## config.mk

```make
export PLATFORM = sky130hd
export DESIGN_NAME = fifo_burst_reader
export DESIGN_NICKNAME = d
export VERILOG_FILES = /design/src/rtl/fifo_burst_reader_pkg.sv /design/src/rtl/fifo_burst_reader_obuf.sv /design/src/rtl/fifo_burst_reader.sv
export SDC_FILE = /design/constraint.sdc
export NUM_CORES = 1
export LEC_CHECK = 0
export BUFFER_PORTS_ARGS = -buffer_cell sky130_fd_sc_hd__buf_4
export CORE_MARGIN = 5
export CORE_UTILIZATION = 40
export CTS_CLUSTER_SIZE = 14
export DETAILED_ROUTE_END_ITERATION = 12
export PLACE_DENSITY_LB_ADDON = 0.08
export SYNTH_ARGS = -nofsm -noshare
export SYNTH_HDL_FRONTEND = slang
export SYNTH_HIERARCHICAL = 1
export SYNTH_SLANG_ARGS = --single-unit
```

## constraint.sdc

```tcl
create_clock -name clk -period 4.35 [get_ports clk]
set_clock_uncertainty 0.05 [all_clocks]
set_input_delay 0.2175 -clock clk [delete_from_list [all_inputs] [get_ports clk]]
set_output_delay 0.2175 -clock clk [all_outputs]
set_load 0.1 [all_outputs]
```

## src/rtl/fifo_burst_reader_pkg.sv

```systemverilog
// -----------------------------------------------------------------------------
// fifo_burst_reader_pkg
// Shared definitions for the FIFO burst reader: FSM state encoding and the
// depth of the output buffer that absorbs the FIFO's one-cycle read latency.
// -----------------------------------------------------------------------------
package fifo_burst_reader_pkg;

  typedef enum logic [1:0] {
    IDLE  = 2'd0,  // waiting for a burst command
    READ  = 2'd1,  // pops still to be issued
    DRAIN = 2'd2   // all pops issued, words still undelivered
  } state_t;

  // Two entries cover one word in flight plus one word held under backpressure.
  localparam int BUF_DEPTH = 2;

endpackage

```

## src/rtl/fifo_burst_reader_obuf.sv

```systemverilog
// -----------------------------------------------------------------------------
// fifo_burst_reader_obuf
// Two-entry in-order output buffer. Captures FIFO read data and presents the
// oldest entry to the downstream stream interface.
//
// Ports:
//   clk, reset   rising-edge clock, asynchronous active-low reset
//   wr_en        write wr_data into the tail entry
//   wr_data      word to store
//   rd_en        head entry consumed (stream fire); only asserted when valid
//   flush        discard all entries; overrides wr_en and rd_en
//   count        number of stored entries (0..2)
//   head         oldest stored word
//   valid        count != 0
// -----------------------------------------------------------------------------
module fifo_burst_reader_obuf
  import fifo_burst_reader_pkg::*;
#(
  parameter int DATA_WIDTH = 64
) (
  input  logic                  clk,
  input  logic                  reset,
  input  logic                  wr_en,
  input  logic [DATA_WIDTH-1:0] wr_data,
  input  logic                  rd_en,
  input  logic                  flush,
  output logic [1:0]            count,
  output logic [DATA_WIDTH-1:0] head,
  output logic                  valid
);

  logic [DATA_WIDTH-1:0] mem [BUF_DEPTH];
  logic                  wr_ptr;
  logic                  rd_ptr;

  // NOTE: the storage entries are reset along with the pointers because the
  // head entry drives m_data directly, which must read zero out of reset.
  always_ff @(posedge clk or negedge reset) begin
    if (!reset) begin
      for (int i = 0; i < BUF_DEPTH; i++) mem[i] <= '0;
      wr_ptr <= 1'b0;
      rd_ptr <= 1'b0;
      count  <= 2'd0;
    end else if (flush) begin
      wr_ptr <= 1'b0;
      rd_ptr <= 1'b0;
      count  <= 2'd0;
    end else begin
      if (wr_en) begin
        mem[wr_ptr] <= wr_data;
        wr_ptr      <= ~wr_ptr;
      end
      if (rd_en) rd_ptr <= ~rd_ptr;
      // Simultaneous write and read leaves the count unchanged.
      case ({wr_en, rd_en})
        2'b10:   count <= count + 2'd1;
        2'b01:   count <= count - 2'd1;
        default: ;
      endcase
    end
  end

  assign head  = mem[rd_ptr];
  assign valid = (count != 2'd0);

endmodule

```

## src/rtl/fifo_burst_reader.sv

```systemverilog
// -----------------------------------------------------------------------------
// fifo_burst_reader
// Reader-side controller for a pop-based synchronous FIFO with one-cycle
// registered read latency. Accepts a burst command of cmd_len words, pops the
// FIFO, absorbs the read latency in a 2-entry buffer and streams the words out
// with valid/ready handshaking and last-word marking.
//
// Ports:
//   clk, reset              rising-edge clock, asynchronous active-low reset
//   cmd_valid/cmd_ready     burst command handshake; cmd_len words (0 legal)
//   abort                   synchronous abort of the active burst
//   fifo_empty/fifo_pop     FIFO flag in, pop strobe out
//   fifo_data               FIFO read data, valid the cycle after fifo_pop
//   m_valid/m_ready/m_data  output word stream
//   m_last                  final word of the burst (qualified by m_valid)
//   done                    one-cycle pulse on completion or abort
//   busy                    high whenever the FSM is not idle
//   words_sent              words delivered in the current or last burst
// Reset mid-burst drops any words already popped from the FIFO.
// -----------------------------------------------------------------------------
module fifo_burst_reader
  import fifo_burst_reader_pkg::*;
#(
  parameter int DATA_WIDTH = 64,
  parameter int LEN_WIDTH  = 16
) (
  input  logic                  clk,
  input  logic                  reset,
  input  logic                  cmd_valid,
  output logic                  cmd_ready,
  input  logic [LEN_WIDTH-1:0]  cmd_len,
  input  logic                  abort,
  input  logic                  fifo_empty,
  output logic                  fifo_pop,
  input  logic [DATA_WIDTH-1:0] fifo_data,
  output logic                  m_valid,
  input  logic                  m_ready,
  output logic [DATA_WIDTH-1:0] m_data,
  output logic                  m_last,
  output logic                  done,
  output logic                  busy,
  output logic [LEN_WIDTH-1:0]  words_sent
);

  state_t               state, state_nxt;
  logic [LEN_WIDTH-1:0] pop_rem;
  logic [LEN_WIDTH-1:0] deliver_rem;
  logic                 inflight;
  logic                 done_q;
  logic [1:0]           buf_cnt;
  logic                 fire;
  logic                 last_fire;
  logic                 accept;
  logic                 abort_act;
  logic [2:0]           occupancy;

  assign fire      = m_valid && m_ready;
  assign m_last    = m_valid && (deliver_rem == LEN_WIDTH'(1));
  assign last_fire = fire && m_last;
  assign busy      = (state != IDLE);
  // Zero-length accepts and aborts complete through done_q (next cycle);
  // normal completion pulses on the final fire itself.
  assign done      = last_fire || done_q;

  // Words that will sit in the buffer after this edge if nothing new is popped.
  assign occupancy = {1'b0, buf_cnt} + {2'b00, inflight} - {2'b00, fire};

  // NOTE: every output of this block gets a default before the case so no
  // path leaves a signal unassigned, which would otherwise infer a latch.
  always_comb begin
    state_nxt = state;
    cmd_ready = 1'b0;
    accept    = 1'b0;
    fifo_pop  = 1'b0;
    abort_act = 1'b0;
    case (state)
      IDLE: begin
        cmd_ready = 1'b1;
        accept    = cmd_valid;
        if (cmd_valid && (cmd_len != '0)) state_nxt = READ;
      end
      READ: begin
        if (abort) begin
          abort_act = 1'b1;
          state_nxt = IDLE;
        end else begin
          fifo_pop = (pop_rem != '0) && !fifo_empty &&
                     (occupancy < 3'(BUF_DEPTH));
          if (fifo_pop && (pop_rem == LEN_WIDTH'(1))) state_nxt = DRAIN;
        end
      end
      DRAIN: begin
        // A final fire coinciding with abort completes normally.
        if (last_fire) begin
          state_nxt = IDLE;
        end else if (abort) begin
          abort_act = 1'b1;
          state_nxt = IDLE;
        end
      end
      default: state_nxt = IDLE;
    endcase
  end

  // NOTE: state registers use non-blocking assignments so every register
  // samples the pre-edge values regardless of statement order.
  always_ff @(posedge clk or negedge reset) begin
    if (!reset) begin
      state       <= IDLE;
      pop_rem     <= '0;
      deliver_rem <= '0;
      words_sent  <= '0;
      inflight    <= 1'b0;
      done_q      <= 1'b0;
    end else begin
      state    <= state_nxt;
      inflight <= fifo_pop;
      done_q   <= (accept && (cmd_len == '0)) || abort_act;
      if (accept) begin
        pop_rem     <= cmd_len;
        deliver_rem <= cmd_len;
        words_sent  <= '0;
      end else begin
        if (abort_act) begin
          pop_rem     <= '0;
          deliver_rem <= '0;
        end else begin
          if (fifo_pop) pop_rem     <= pop_rem - LEN_WIDTH'(1);
          if (fire)     deliver_rem <= deliver_rem - LEN_WIDTH'(1);
        end
        // A word handed over in the abort cycle still counts as delivered.
        if (fire) words_sent <= words_sent + LEN_WIDTH'(1);
      end
    end
  end

  fifo_burst_reader_obuf #(
    .DATA_WIDTH(DATA_WIDTH)
  ) u_obuf (
    .clk     (clk),
    .reset   (reset),
    .wr_en   (inflight),
    .wr_data (fifo_data),
    .rd_en   (fire),
    .flush   (abort_act),
    .count   (buf_cnt),
    .head    (m_data),
    .valid   (m_valid)
  );

endmodule

```

==> flow_metrics.env <==
export IMPL_place_ws_ns=0.7290
export IMPL_vias_per_cell=5.177
export IMPL_ys_seq_area_share_pct=49.11
export IMPL_r2r_start="u_obuf/count[1]$_DFFE_PN0P_"
export IMPL_finalCritPeriodShare_pct=93.66
export IMPL_min_to="pop_rem[6]$_DFFE_PN0P_"
export IMPL_place_congestion=0.8568
export IMPL_final_cells=1296
export IMPL_die_area_um2=26600
export IMPL_status="finished, final reports clean"
export IMPL_vias=6710
export IMPL_rsz0062_at_grt="no"
export IMPL_slew_violations=0
export IMPL_synth_async_reset_ratio_pct=100.0
export IMPL_cts_buffers=17
export IMPL_whs_ns=0.02620
export IMPL_synth_most_common_cell="dfrtp_1"
export IMPL_cts_tree="yes"
export IMPL_fin_setup_tns_ns=0
export IMPL_ctsHtreeMaxLevel=4
export IMPL_clk_path_buf_depth=2
export IMPL_cp_max_fo=14
export IMPL_cts_root_buf="clkbuf_16"
export IMPL_fmax_mhz=245.4
export IMPL_die_w_um=163.1
export IMPL_post_cts_resized=0
export IMPL_nets=1061
export IMPL_cts_setup_buffers=0
export IMPL_finalCriticalPeriod_ns=4.074
export IMPL_holdCritStartpoint="cmd_len[6]"
export IMPL_worstSkewPairLatency_ns=0.42
export IMPL_synth_area_leaders="dfrtp_1 (49%), mux2_2 (16%), mux2_4 (9.6%)"
export IMPL_tightestPinTransition_ns=0.8852
export IMPL_endpoint_kind="primary output"
export IMPL_drive_gt1_share_pct=43.34
export IMPL_max_cap_violations=0
export IMPL_grt_pass1_vias=7201
export IMPL_ios=172
export IMPL_dpl_hpwl_mm=15.69
export IMPL_grt_ovfl_total=0
export IMPL_rr_worst_depth=11
export IMPL_ff2ff_setup_slack_ns=0.81
export IMPL_final_antenna_net_count=0
export IMPL_syn_avg_cell_area_um2=12.71
export IMPL_synth_cells=738
export IMPL_first_pass_iters=4
export IMPL_wl_per_cell_um=18.16
export IMPL_drt_iter0_drc=357
export IMPL_drc=0
export IMPL_core_area_um2=23260
export IMPL_min_path_type="input port to register"
export IMPL_yosysTopAreaCell="dfrtp_1"
export IMPL_slew_headroom_pct=40.98
export IMPL_port_buffers=171
export IMPL_worstPathCellList="or2_2 -> nand2_1 -> clkinv_1 -> ha_1 -> nand2b_1 -> fa_1 -> xnor2_1 -> nand4b_1 -> a21o_2 -> inv_2 -> buf_4"
export IMPL_dieHeight_um=163.1
export IMPL_wl_mm=23.54
export IMPL_synth_top_area_share_pct=49.11
export IMPL_synth_edf_count=0
export IMPL_worst_setup_hold_path_clk_slew_ns=0.07
export IMPL_synthDistinctLibCells=74
export IMPL_nFillCells=2029
export IMPL_start_util_pct=40.31
export IMPL_synth_nets=835
export IMPL_syn_area_um2=9376
export IMPL_critPathKind="register to primary output"
export IMPL_place_inst=1199
export IMPL_hold_viol=0
export IMPL_track_usage_pct=17.86
export IMPL_clkSinkCount=184
export IMPL_yosys_warnings=6
export IMPL_area_growth_pct=28.81
export IMPL_hold_path_depth=3
export IMPL_antenna_found_initial=1
export IMPL_r2r_end="pop_rem[5]$_DFFE_PN0P_"
export IMPL_worst_slack_ns=0.2758
export IMPL_ys_flop_type="dfrtp_1"
export IMPL_ys_top_cells_by_count="dfrtp_1 (184), mux2_2 (132), mux2_4 (60)"
export IMPL_grt_max_degree=93
export IMPL_cp_data_required_time_ns=4.08
export IMPL_critPathArrivalTime_ns=3.81
export IMPL_setup_violations_final=0
export IMPL_grt_pass1_wl_mm=38.34
export IMPL_worst_path_largest_cell_delay_ns=0.44
export IMPL_cp_start_kind="register"
export IMPL_rows=56
export IMPL_ys_ff_latch=184
export IMPL_worst_path_max_delay_cell="dfrtp_1"
==> sequential cells by signal, summed over array words and instances (netlist names) <==
register       flops
state              2
u_obuf/wr_ptr      1
u_obuf/count       2
pop_rem           16
u_obuf/mem       128
inflight           1
u_obuf/rd_ptr      1
done_q             1
deliver_rem       16
words_sent        16
==> layout make-up <==
class	count	area, um2	share of cell area (%)
antenna	1	2.502	0.02072
clock buffer	17	425.4	3.522
clock inverter	14	163.9	1.357
inverter	19	71.32	0.5905
multi-input combinational	496	4372	36.20
sequential	184	4606	38.13
tap	319	399.1	3.305
timing repair buffer	246	2038	16.88
==> timing repair <==
item / CTS / global route
endpoints found under the setup margin: 0 / 0
endpoints found under the hold margin: 218 / 0
hold buffers: 65 / 0
==> worst max-delay path: cells and delay by family (launching register included) <==
| kind | cells | cell delay [ns] |
|---|---|---|
| fa+ha+maj | 2 | 0.68 |
| flops | 1 | 0.44 |
| buf+inv | 3 | 0.69 |
| simple gates | 4 | 0.99 |
| xor+xnor | 1 | 0.22 |
| compound gates | 1 | 0.36 |
==> worst max path at each step <==
stage | startpoint | end | cells past startpoint
2_1_floorplan | u_obuf/count[1]$_DFFE_PN0P_ | pop_rem[0]$_DFFE_PN0P_ | 14
3_3_place_gp | u_obuf/count[1]$_DFFE_PN0P_ | fifo_pop | 11
3_5_place_dp | u_obuf/count[1]$_DFFE_PN0P_ | fifo_pop | 11
4_1_cts | u_obuf/count[1]$_DFFE_PN0P_ | fifo_pop | 11
5_1_grt | u_obuf/count[1]$_DFFE_PN0P_ | fifo_pop | 11
6_report | u_obuf/count[1]$_DFFE_PN0P_ | fifo_pop | 11
==> per-stage QoR <==
stage / utilization, % / cell area (um2)
floorplan: - / 9376
global placement: 46.58 / 10840
detailed placement: 46.58 / 10840
CTS: 51.91 / 12080
global route: 51.92 / 12080
finish: 51.92 / 12080
==> kinds of logic after synthesis <==
kind of cell / Yosys count / share of synthesized area [%]
multiplexers: 194 / 25.67
flip-flops: 184 / 49.11
AND/OR/NAND/NOR: 164 / 9.688
AO/OA/AOI/OAI: 106 / 7.686
buffers and inverters: 58 / 4.337
XOR/XNOR: 21 / 1.962
adder cells (fa/ha/maj): 11 / 1.548
==> layer usage <==
metal  vias up  routed length (um)  track usage [%]
li1       3145                   -                -
met2       161               11500            29.43
met5         -                   0                0
met3        14                 906            3.634
met1      3390               10910            24.21
met4         0                 216            4.613
==> placed cells by master, fill, tap and decap left out, types with 17 or more instances in the layout <==
cell / instances
dlygate4sd3_1: 65
nand2_1: 37
nand3_1: 17
inv_1: 17
dfrtp_1: 183
mux2_4: 60
buf_4: 178
a21oi_1: 31
nor2_1: 28
clkbuf_16: 17
mux2_2: 132
Power is not shown: default switching activity piles up to over one toggle a cycle in this logic, so the estimate is an artifact.
